==> config.mk <==
export PLATFORM = sky130hd
export DESIGN_NAME = imm_encoder
export DESIGN_NICKNAME = d
export VERILOG_FILES = /design/src/rtl/imm_encoder_pkg.sv /design/src/rtl/imm_range_check.sv /design/src/rtl/imm_encoder.sv
export SDC_FILE = /design/constraint.sdc
export NUM_CORES = 1
export LEC_CHECK = 0
export ABC_AREA = 1
export CAP_MARGIN = 20
export CORE_MARGIN = 2
export CORE_UTILIZATION = 51
export DETAILED_ROUTE_END_ITERATION = 7
export PLACE_DENSITY_LB_ADDON = 0.1
export SLEW_MARGIN = 25
export SYNTH_ARGS = -nofsm -noshare
export SYNTH_HDL_FRONTEND = slang
export SYNTH_SLANG_ARGS = --single-unit
==> constraint.sdc <==
create_clock -name clk -period 1.85 [get_ports clk]
set_input_delay 0.37 -clock clk [delete_from_list [all_inputs] [get_ports clk]]
set_output_delay 0.37 -clock clk [all_outputs]
set_load 0.03 [all_outputs]
==> src/rtl/imm_encoder_pkg.sv <==
// Shared RV32I encoding constants, stage-1 request record and the word packer.
// Imported by the encoder, its range checker and the decoder-side tooling.
package imm_encoder_pkg;

    localparam logic [2:0] FMT_I       = 3'd0;
    localparam logic [2:0] FMT_I_SHAMT = 3'd1;
    localparam logic [2:0] FMT_S       = 3'd2;
    localparam logic [2:0] FMT_B       = 3'd3;
    localparam logic [2:0] FMT_U       = 3'd4;
    localparam logic [2:0] FMT_J       = 3'd5;
    localparam logic [2:0] FMT_R       = 3'd6;

    // addi x0, x0, 0
    localparam logic [31:0] NOP_INSTR = 32'h0000_0013;

    localparam logic [6:0] OPC_LOAD     = 7'b0000011;
    localparam logic [6:0] OPC_MISC_MEM = 7'b0001111;
    localparam logic [6:0] OPC_OP_IMM   = 7'b0010011;
    localparam logic [6:0] OPC_AUIPC    = 7'b0010111;
    localparam logic [6:0] OPC_STORE    = 7'b0100011;
    localparam logic [6:0] OPC_OP       = 7'b0110011;
    localparam logic [6:0] OPC_LUI      = 7'b0110111;
    localparam logic [6:0] OPC_BRANCH   = 7'b1100011;
    localparam logic [6:0] OPC_JALR     = 7'b1100111;
    localparam logic [6:0] OPC_JAL      = 7'b1101111;
    localparam logic [6:0] OPC_SYSTEM   = 7'b1110011;

    typedef struct packed {
        logic [2:0]  fmt;
        logic [6:0]  opcode;
        logic [4:0]  rd;
        logic [4:0]  rs1;
        logic [4:0]  rs2;
        logic [2:0]  funct3;
        logic [6:0]  funct7;
        logic [31:0] imm;
        logic        ok;
    } s1_t;

    // Bit scatter of each format; the caller substitutes the NOP when !ok.
    function automatic logic [31:0] pack_instr(input s1_t r);
        logic [31:0] w;
        w = NOP_INSTR;
        case (r.fmt)
            FMT_I:       w = {r.imm[11:0], r.rs1, r.funct3, r.rd, r.opcode};
            FMT_I_SHAMT: w = {r.funct7, r.imm[4:0], r.rs1, r.funct3, r.rd, r.opcode};
            FMT_S:       w = {r.imm[11:5], r.rs2, r.rs1, r.funct3, r.imm[4:0], r.opcode};
            FMT_B:       w = {r.imm[12], r.imm[10:5], r.rs2, r.rs1, r.funct3,
                              r.imm[4:1], r.imm[11], r.opcode};
            FMT_U:       w = {r.imm[31:12], r.rd, r.opcode};
            FMT_J:       w = {r.imm[20], r.imm[10:1], r.imm[11], r.imm[19:12],
                              r.rd, r.opcode};
            FMT_R:       w = {r.funct7, r.rs2, r.rs1, r.funct3, r.rd, r.opcode};
            default:     w = NOP_INSTR;
        endcase
        return w;
    endfunction

endpackage

==> src/rtl/imm_range_check.sv <==
// Combinational representability check of a signed immediate for one format.
// A sign-extended field of N bits means imm[31:N-1] are all equal.
module imm_range_check
    import imm_encoder_pkg::*;
(
    input  logic [2:0]  fmt_i,
    input  logic [31:0] imm_i,
    output logic        ok_o
);

    logic sext12;
    logic sext13;
    logic sext21;

    assign sext12 = (&imm_i[31:11]) | ~(|imm_i[31:11]);
    assign sext13 = (&imm_i[31:12]) | ~(|imm_i[31:12]);
    assign sext21 = (&imm_i[31:20]) | ~(|imm_i[31:20]);

    always_comb begin
        ok_o = 1'b0;
        case (fmt_i)
            FMT_I, FMT_S: ok_o = sext12;
            FMT_I_SHAMT:  ok_o = ~(|imm_i[31:5]);
            FMT_B:        ok_o = sext13 & ~imm_i[0];
            FMT_J:        ok_o = sext21 & ~imm_i[0];
            FMT_U:        ok_o = ~(|imm_i[11:0]);
            FMT_R:        ok_o = 1'b1;
            default:      ok_o = 1'b0;
        endcase
    end

endmodule

==> src/rtl/imm_encoder.sv <==
// Two-stage RV32I instruction encoder: stage 1 registers and range-checks the
// request, stage 2 packs the word (or a flagged NOP); saturating statistics.
module imm_encoder
    import imm_encoder_pkg::*;
#(
    parameter int CNT_W = 16
) (
    input  logic             clk,
    input  logic             rst_n,
    input  logic             in_valid,
    output logic             in_ready,
    input  logic [2:0]       in_fmt,
    input  logic [6:0]       in_opcode,
    input  logic [4:0]       in_rd,
    input  logic [4:0]       in_rs1,
    input  logic [4:0]       in_rs2,
    input  logic [2:0]       in_funct3,
    input  logic [6:0]       in_funct7,
    input  logic [31:0]      in_imm,
    output logic             out_valid,
    input  logic             out_ready,
    output logic [31:0]      out_instr,
    output logic             out_err,
    output logic [CNT_W-1:0] enc_count,
    output logic [CNT_W-1:0] err_count
);

    localparam logic [CNT_W-1:0] CNT_ONE = {{(CNT_W-1){1'b0}}, 1'b1};
    localparam logic [CNT_W-1:0] CNT_MAX = '1;

    logic             v1_q,    v1_d;
    logic             v2_q,    v2_d;
    s1_t              s1_q,    s1_d;
    logic [31:0]      instr_q, instr_d;
    logic             err_q,   err_d;
    logic [CNT_W-1:0] enc_q,   enc_d;
    logic [CNT_W-1:0] errc_q,  errc_d;

    logic adv1;
    logic adv2;
    logic ok;
    s1_t  req;

    imm_range_check u_range_check (
        .fmt_i (in_fmt),
        .imm_i (in_imm),
        .ok_o  (ok)
    );

    always_comb begin
        req.fmt    = in_fmt;
        req.opcode = in_opcode;
        req.rd     = in_rd;
        req.rs1    = in_rs1;
        req.rs2    = in_rs2;
        req.funct3 = in_funct3;
        req.funct7 = in_funct7;
        req.imm    = in_imm;
        req.ok     = ok;
    end

    // A stage may load when empty or when the stage after it is draining.
    assign adv2     = ~v2_q | out_ready;
    assign adv1     = ~v1_q | adv2;
    assign in_ready = adv1;

    always_comb begin
        v1_d    = v1_q;
        s1_d    = s1_q;
        v2_d    = v2_q;
        instr_d = instr_q;
        err_d   = err_q;
        enc_d   = enc_q;
        errc_d  = errc_q;

        if (adv1) begin
            v1_d = in_valid;
            if (in_valid) begin
                s1_d = req;
            end
        end

        if (adv2) begin
            v2_d = v1_q;
            if (v1_q) begin
                instr_d = s1_q.ok ? pack_instr(s1_q) : NOP_INSTR;
                err_d   = ~s1_q.ok;
            end
        end

        if (v2_q && out_ready) begin
            if (err_q) begin
                if (errc_q != CNT_MAX) errc_d = errc_q + CNT_ONE;
            end else begin
                if (enc_q != CNT_MAX) enc_d = enc_q + CNT_ONE;
            end
        end
    end

    always_ff @(posedge clk or negedge rst_n) begin
        if (!rst_n) begin
            v1_q    <= 1'b0;
            s1_q    <= '0;
            v2_q    <= 1'b0;
            instr_q <= '0;
            err_q   <= 1'b0;
            enc_q   <= '0;
            errc_q  <= '0;
        end else begin
            v1_q    <= v1_d;
            s1_q    <= s1_d;
            v2_q    <= v2_d;
            instr_q <= instr_d;
            err_q   <= err_d;
            enc_q   <= enc_d;
            errc_q  <= errc_d;
        end
    end

    assign out_valid = v2_q;
    assign out_instr = instr_q;
    assign out_err   = err_q;
    assign enc_count = enc_q;
    assign err_count = errc_q;

endmodule

==> flow_summary.json, run 1 <==
{
  "layout-drive-gt1-share": 0.0919,
  "drcViolationCount": 0,
  "synth-compound-area-share": 0.107,
  "slowest_stage": "clkdlybuf4s50_1",
  "die_width_um": 115,
  "total_power_mw": 9.36,
  "grt_max_degree": 43,
  "clkTransAtPathRegs_ns": 0.06,
  "seqPwrFrac": 0.401,
  "port_buffers": 137,
  "finalCritPeriodShare": 0.989,
  "synthMuxAreaShare": 0,
  "cp.arrival_ns": 1.46,
  "routed_via_density": 5.17,
  "async_reset_ff_frac": 1.00,
  "p_sw_frac": 0.317,
  "grt_pass1_wl_um": 26000,
  "critPathMaxStageDelay_ns": 0.68,
  "clk_path_buf_depth": 2,
  "grtUsageTotal": 0.249,
  "relSlewSlack": 0.630,
  "r2r_slack_ns": 0.19,
  "crit_chain": "clkdlybuf4s50_1",
  "grt.overflow.total": 0,
  "fin_crit_ns": 1.83,
  "vias": 5708,
  "synth.top_cell.area_share": 0.533,
  "netSwitchingPower_mw": 2.97,
  "grt_pass1_vias": 5503,
  "final-hold-violation-count": 0,
  "endpoint_kind": "primary output",
  "start_util": 0.525,
  "ys_top_cells_by_area": "dfrtp_1 53%, nand2_1 17%, o21ai_0 3.5%, nor2_1 3.4%, inv_1 3.3%",
  "synthSimpleGateAreaFrac": 0.266,
  "worstSetupPathType": "flip-flop to primary output",
  "p_clk_frac": 0.352,
  "ys_ff_latch": 135,
  "skew_ns": 0.0111,
  "cpLargestDelayFamily": "buffers and inverters",
  "synth_top_family_by_area": "simple AND/OR/NAND/NOR gates",
  "yosysTopAreaCell": "dfrtp_1",
  "root_buffer": "clkbuf_16",
  "rows": 40,
  "antenna_found_initial": 0,
  "synth_cells": 769,
  "final_common_cell": "nand2_1",
  "instances_no_fill": 1104,
  "setup_violations": 0,
  "dr.pass1.iters": 5,
  "rsz0062_at_grt": "no",
  "worstSetupStartpointType": "flip-flop",
  "cts_inserted_buffers": 17,
  "cts_tree": "done",
  "syn2layout_area_growth_pct": 36.5,
  "worst_pin_slew_ns": 0.552,
  "first_iter_violations": 470,
  "cap_violations": 0,
  "numClockSinks": 135,
  "clock_latency_ns": 0.42,
  "post_cts_buffers": 0,
  "final.fill_count": 961,
  "r2r-start": "enc_count[1]",
  "outcome": "completed",
  "ys_seq_area_frac": 0.533,
  "internal_power_mw": 6.39,
  "powerDensity_mw_per_mm2": 1080,
  "synth_flop_cell": "dfrtp_1",
  "required_ns": 1.48,
  "synth.avg_cell_area_um2": 8.24,
  "routedWlPerCell_um": 14.5,
  "syn_nets": 842,
  "p_leak_nw": 4.39,
  "place_hpwl_um": 12100,
  "path_buf_inv": 1,
  "layout_common_cells": "291 x nand2_1, 135 x dfrtp_1, 83 x clkdlybuf4s50_1",
  "dieArea_mm2": 0.0133,
  "htreeDepth": 4,
  "dieHeight_um": 115,
  "cp_max_fo": 2,
  "synth-edff-count": 0,
  "critPathLaunch": "out_instr[3]",
  "core_mm2": 0.0121,
  "wl_um": 16000,
  "antenna_left": 0,
  "synthesis.area_mm2": 0.00633,
  "diodes": 0,
  "io_pins": 138,
  "max_freq_mhz": 546,
  "peakVddDrop_uv": 683,
  "hp-class": "input pin to async pin",
  "yosys.area_share.adder": 0.00395,
  "ys_types": 36,
  "combPwrFrac": 0.247,
  "yosys_warnings": 0,
  "drv_slew": 0,
  "place_inst": 1071,
  "synth_xor_area_frac": 0.0318,
  "fin_nets": 996,
  "gp_congestion": 0.914
}
==> metal layers <==
layer / track usage / routed length, µm
met5: 0 / 0
met1: 0.321 / 6980
met3: 0.0554 / 890
met2: 0.417 / 7890
met4: 0.0867 / 261
==> registers in the layout, indices dropped and copies added, names as in the netlist <==
name,count
s1_q,68
enc_count,16
out_err,1
err_count,16
out_valid,1
out_instr,32
v1_q,1
==> layout make-up <==
class                   count  area [µm²]  share of cell area
clock buffers              22         484              0.0560
inverters                  65         246              0.0285
clock inverters            10         100              0.0116
repair buffers            159        1630               0.188
well taps                 168         210              0.0243
flip-flops and latches    135        3380               0.391
multi-input cells         545        2610               0.301
==> final timing paths <==
path                           endpoint  cells after the start
setup / recovery           out_instr[3]                      1
min in group clk               s1_q[28]                      2
hold / removal             err_count[6]                      2
setup reg to reg           enc_count[4]                      9
max in group asynchronous      s1_q[36]                      3
hold reg to reg                s1_q[28]                      2
==> power by group through the flow <==
stage / sequential (mW) / combinational, mW / clock, mW
floorplan: 4.15 / 1.00 / 0
global placement: 3.78 / 2.38 / 0
detailed placement: 3.80 / 2.43 / 0
CTS: 3.75 / 2.33 / 3.33
global route: 3.80 / 2.54 / 3.48
finish: 3.75 / 2.31 / 3.29
==> cells in the mapped netlist (all sizes together) (3+ instances only) <==
master / count
nand2: 295
nor3: 15
nand3: 32
nor2: 60
dfrtp: 135
xor2: 15
o21ai: 72
a21oi: 6
buf: 11
o22a: 3
clkbuf: 13
a22o: 17
nand4: 7
inv: 65
xnor2: 8
a22oi: 4
==> what timing repair did <==
item | in CTS | in global routing
endpoints found under the setup margin | 38 | 25
hold buffers | 1 | 0
pin swaps | 0 | 0
gates resized for setup | 38 | 16
hold endpoints to repair | 38 | 0
==> kinds of logic after synthesis <==
| family | Yosys count |
|---|---|
| adder cells (fa/ha/maj) | 2 |
| buffers and inverters | 89 |
| flip-flops | 135 |
| AO/OA/AOI/OAI | 108 |
| XOR/XNOR | 23 |
| AND/OR/NAND/NOR | 412 |
==> stage by stage <==
stage	cell area, µm²	setup TNS [ns]	hold WS (ns)	worst slack, ns	util
after floorplan	6330	0	0.0744	0.0542	-
final	8650	0	0.455	0.0199	0.717
after global routing	8650	0	0.479	0.00109	0.717
after CTS	8610	0	0.467	0.00297	0.714
after global placement	8060	-0.0307	0.326	-0.0103	0.668
after detailed placement	8060	0	0.326	0.000608	0.668
No activity file was read; power rests on OpenSTA's default activity.
==> run 2, diff against run 1 <==
Settings changed: CORE_MARGIN 2 to default.
==> run 2 against run 1 <==
Compared with the run above: clock skew is 0.0033 ns lower; critical path depth is the same; die area decreased by 3.4%.
==> flow_summary.json, run 2 (synthesis gave the netlist of run 1 again) <==
{
  "numClockSinks": 135,
  "instances_no_fill": 1100,
  "worst_pin_slew_ns": 0.548,
  "crit_end": "out_instr[18]",
  "finalCritPeriodShare": 0.987,
  "syn2layout_area_growth_pct": 36.8,
  "reg2reg_depth": 8,
  "grt_max_degree": 68,
  "antenna_left": 0,
  "clock_latency_ns": 0.42,
  "drv_slew": 0,
  "layout-drive-gt1-share": 0.0869,
  "powerDensity_mw_per_mm2": 1140,
  "core_mm2": 0.0121,
  "dieArea_mm2": 0.0129,
  "setup_violations": 0,
  "routedWlPerCell_um": 14.5,
  "fin_hold_ws_ns": 0.433,
  "grtUsageTotal": 0.258,
  "finalSetupTns_ns": 0,
  "worstSetupStartpointType": "flip-flop",
  "dieHeight_um": 113,
  "drcViolationCount": 0,
  "diodes": 0,
  "skew_ns": 0.00775,
  "cp.depth": 1,
  "dr.pass1.iters": 5,
  "cts_inserted_buffers": 17,
  "place_inst": 1067,
  "grt_pass1_wl_um": 25900,
  "port_buffers": 137,
  "crit_chain": "clkdlybuf4s50_1",
  "endpoint_kind": "primary output",
  "relSlewSlack": 0.633,
  "slowest_stage": "clkdlybuf4s50_1",
  "post_cts_buffers": 0,
  "multi_input_area_mm2": 0.00260,
  "io_pins": 138,
  "ff_latch_area_mm2": 0.00338,
  "cpLargestDelayFamily": "buffers and inverters",
  "final.fill_count": 947,
  "hp-class": "input pin to async pin",
  "preCtsSetupSlack_ns": -0.0955,
  "cp.arrival_ns": 1.46,
  "cts_tree": "done",
  "layout_common_cells": "291 x nand2_1, 135 x dfrtp_1, 77 x clkdlybuf4s50_1",
  "largest_register_ff_count": 68,
  "max_freq_mhz": 548,
  "place_hpwl_um": 11700,
  "first_iter_violations": 476,
  "htreeDepth": 4,
  "peakVddDrop_uv": 532,
  "worstSetupPathType": "flip-flop to primary output",
  "die_width_um": 113,
  "p_leak_nw": 4.47,
  "fin_nets": 992,
  "final_common_cell": "nand2_1",
  "start_util": 0.525,
  "gp_congestion": 0.894,
  "clkTransAtPathRegs_ns": 0.06,
  "cp_max_fo": 2,
  "rsz0062_at_grt": "no",
  "worst_slack_ns": 0.0242,
  "r2r-end": "enc_count[12]",
  "r2r-start": "enc_count[1]",
  "r2r_slack_ns": 0.11,
  "antenna_found_initial": 0,
  "critPathMaxStageDelay_ns": 0.67,
  "critPathLaunch": "out_instr[18]",
  "grt_pass1_vias": 5512,
  "rows": 40,
  "path_buf_inv": 1,
  "fin_crit_ns": 1.83,
  "root_buffer": "clkbuf_16",
  "outcome": "completed",
  "vias": 5681,
  "largest_register": "s1_q",
  "wl_um": 16000,
  "required_ns": 1.48,
  "total_power_mw": 9.85,
  "clk_path_buf_depth": 2,
  "routed_via_density": 5.16,
  "cap_violations": 0,
  "final-hold-violation-count": 0,
  "grt.overflow.total": 0
}
[run 2: cell count changes in the layout (fill, tap and decap cells not counted), sizes merged]
cell and change:
buf -4, clkinvlp +3, clkdlybuf4s50 -6, dlymetal6s2s +5, clkbuf -3, dlygate4sd2 +1
clkinv -4, bufinv +4
[run 2: worst min path at each step]
| stage | from | to | slack, ns | cells after the start |
|---|---|---|---|---|
| after floorplan | rst_n | enc_count[0] | 0.07 | 0 |
| after global placement | rst_n | err_count[8] | 0.34 | 1 |
| after detailed placement | rst_n | err_count[6] | 0.34 | 1 |
| after CTS | rst_n | err_count[2] | 0.44 | 2 |
| after global routing | rst_n | err_count[6] | 0.47 | 2 |
| final | rst_n | err_count[6] | 0.43 | 2 |
[run 2: per-stage QoR]
stage | util | area (µm²)
after floorplan | - | 6330
after global placement | 0.662 | 7990
after detailed placement | 0.662 | 7990
after CTS | 0.715 | 8620
after global routing | 0.719 | 8670
final | 0.719 | 8670
[run 2: power breakdown]
group,leakage [nW],internal [mW],switching [mW]
Combinational,2.42,0.871,1.42
Clock,0.319,2.55,1.25
Sequential,1.73,3.39,0.365
[run 2: final cells by class]
cell class	instances	share of cell area
Clock inverter	13	0.0261
Timing Repair Buffer	155	0.181
Sequential cell	135	0.390
Multi-Input combinational cell	545	0.300
Tap cell	168	0.0243
Inverter	65	0.0284
Clock buffer	19	0.0511
[run 2: metal layers]
| metal | wire (µm) | global-route usage | vias up |
|---|---|---|---|
| li1 | - | - | 2772 |
| met1 | 6840 | 0.327 | 2668 |
| met2 | 7870 | 0.434 | 209 |
| met3 | 891 | 0.0478 | 32 |
| met4 | 350 | 0.111 | 0 |
| met5 | 0 | 0 | - |
[run 2: worst reg2reg max path: stages (launching register included)]
cell and delay [ns]:
dfrtp_1 0.40, ha_1 0.26, nand3_4 0.13, nor4_4 0.23, nand3_2 0.12, nand2_2 0.19
inv_4 0.14, nand2_1 0.11, o21ai_2 0.05
[run 2: what timing repair did]
action                     CTS  global route
gates resized for setup     39            19
setup endpoints to repair   39            19
gates cloned                 0             0
hold endpoints to repair    28             0
hold buffers                 1             0
==> run 3, diff against run 2 <==
Settings changed: GPL_TIMING_DRIVEN from default to 0, REMOVE_ABC_BUFFERS from default to 1.
==> run 3 against run 2 <==
Compared with the run above: wire length is 2.3% higher; clock-buffer cell count increased by 6; global-route usage rose by 0.13 points; sequential share of layout area increased by 0.13 points; hold slack better by 0.030 ns; combinational power grew 2%; design area is 0.26% lower; fmax up 0.33%; first-iteration DRC count grew 1.7%; via count grew 0.25%; register-to-register slack is essentially flat; utilization is 0.19 points lower; critical path type is now input pin to primary output; largest power group is now sequential cells.
==> flow_summary.json, run 3 (synthesis gave the netlist of run 1 again) <==
{
  "outcome": "completed",
  "grtUsageTotal": 0.259,
  "r2r-start": "enc_count[0]",
  "routedWlPerCell_um": 14.9,
  "grt_pass1_wl_um": 25900,
  "wl_um": 16300,
  "rsz0062_at_grt": "yes",
  "ff_latch_area_mm2": 0.00338,
  "p_leak_nw": 4.44,
  "fin_crit_ns": 1.82,
  "rows": 40,
  "critPathLaunch": "out_ready",
  "required_ns": 1.48,
  "instances_no_fill": 1095,
  "final_common_cell": "nand2_1",
  "layout_common_cells": "290 x nand2_1, 133 x dfrtp_1, 79 x clkdlybuf4s50_1",
  "dr.pass1.iters": 5,
  "cap_violations": 0,
  "drv_slew": 0,
  "cts_tree": "done",
  "max_freq_mhz": 550,
  "r2r-end": "enc_count[14]",
  "largest_register_ff_count": 68,
  "multi_input_area_mm2": 0.00271,
  "gp_congestion": 0.919,
  "crit_end": "in_ready",
  "setup_violations": 0,
  "grt_pass1_vias": 5528,
  "final-hold-violation-count": 0,
  "hp-class": "input pin to async pin",
  "clk_path_buf_depth": 2,
  "die_width_um": 113,
  "grt.overflow.total": 0,
  "cts_inserted_buffers": 17,
  "root_buffer": "clkbuf_16",
  "powerDensity_mw_per_mm2": 1110,
  "relSlewSlack": 0.568,
  "final.fill_count": 966,
  "vias": 5695,
  "clkTransAtPathRegs_ns": 0.06,
  "core_mm2": 0.0121,
  "dieHeight_um": 113,
  "htreeDepth": 4,
  "layout-drive-gt1-share": 0.0852,
  "endpoint_kind": "primary output",
  "fin_util": 0.717,
  "place_inst": 1053,
  "routed_via_density": 5.20,
  "worstSetupPathType": "input pin to primary output",
  "drcViolationCount": 0,
  "first_iter_violations": 484,
  "syn2layout_area_growth_pct": 36.5,
  "reg2reg_depth": 8,
  "port_buffers": 137,
  "start_util": 0.525,
  "skew_ns": 0.00886,
  "numClockSinks": 135,
  "antenna_left": 0,
  "io_pins": 138,
  "clock_latency_ns": 0.42,
  "largest_register": "s1_q",
  "worst_pin_slew_ns": 0.646,
  "grt_max_degree": 78,
  "finalCritPeriodShare": 0.984,
  "dieArea_mm2": 0.0129,
  "worstSetupStartpointType": "input pin",
  "r2r_slack_ns": 0.11,
  "peakVddDrop_uv": 528,
  "cp_max_fo": 5,
  "diodes": 0,
  "cp.arrival_ns": 1.45,
  "place_hpwl_um": 10700,
  "antenna_found_initial": 0,
  "fin_nets": 987
}
## run 3: cell types whose count changed in the layout (fill, tap and decap cells not counted), moves of 3 or more
| cell | before | now |
|---|---|---|
| buf_4 | 14 | 8 |
| buf_12 | 5 | 0 |
| clkbuf_8 | 1 | 5 |
| nand2_4 | 0 | 4 |
| bufinv_16 | 6 | 3 |
## run 3: cell type report
class	count	area share
clock buffer	25	0.0585
clock inverter	7	0.0133
inverter	65	0.0303
multi-input combinational	548	0.313
sequential	135	0.391
tap	168	0.0243
timing repair buffer	147	0.170
## run 3: how the worst min path moves through the flow
stage | startpoint | to | slack (ns) | cells past startpoint
2_1_floorplan | rst_n | enc_count[0] | 0.07 | 0
3_3_place_gp | s1_q[44] | s1_q[44] | 0.46 | 2
3_5_place_dp | rst_n | enc_count[2] | 0.33 | 1
4_1_cts | in_rs2[2] | s1_q[45] | 0.46 | 3
5_1_grt | in_funct7[5] | s1_q[38] | 0.49 | 3
6_report | rst_n | enc_count[4] | 0.46 | 2
## run 3: routing by layer
layer  vias up  global-route usage  part of all wire
met5         -                   0                 0
met4         0               0.102             0.021
met3        32              0.0611             0.060
met2       183               0.434              0.49
met1      2719               0.326              0.42
li1       2761                   -                 -
## run 3: what timing repair did
item / 4_1_cts / 5_1_grt
pin swaps: 0 / 4
endpoints found under the setup margin: 134 / 72
gates resized for setup: 48 / 29
buffers inserted: 0 / 6
hold endpoints to repair: 58 / 0
hold buffers: 1 / 0
gates cloned: 0 / 3
## run 3: power breakdown
| part | internal (mW) | switching (mW) | leakage, nW |
|---|---|---|---|
| sequential | 3.39 | 0.362 | 1.72 |
| clock | 2.29 | 1.23 | 0.299 |
| combinational | 0.876 | 1.45 | 2.41 |
## run 3: critical path: stages
cell and delay (ns):
clkdlybuf4s50_1 0.43, inv_1 0.09, nand3_2 0.26, buf_2 0.30
## run 3: stage by stage
stage          power (mW)  cell area [µm²]  hold slack [ns]  TNS [ns]  setup slack (ns)
5_1_grt              10.0             8640            0.488   -0.0997           -0.0299
3_3_place_gp         6.03             7800            0.459   -883.20             -4.82
2_1_floorplan        5.11             6210           0.0744   -102.35             -1.23
4_1_cts              9.54             8460            0.464         0           0.00112
6_report             9.60             8640            0.462         0            0.0303
3_5_place_dp         6.11             7860            0.334    -53.89            -0.696
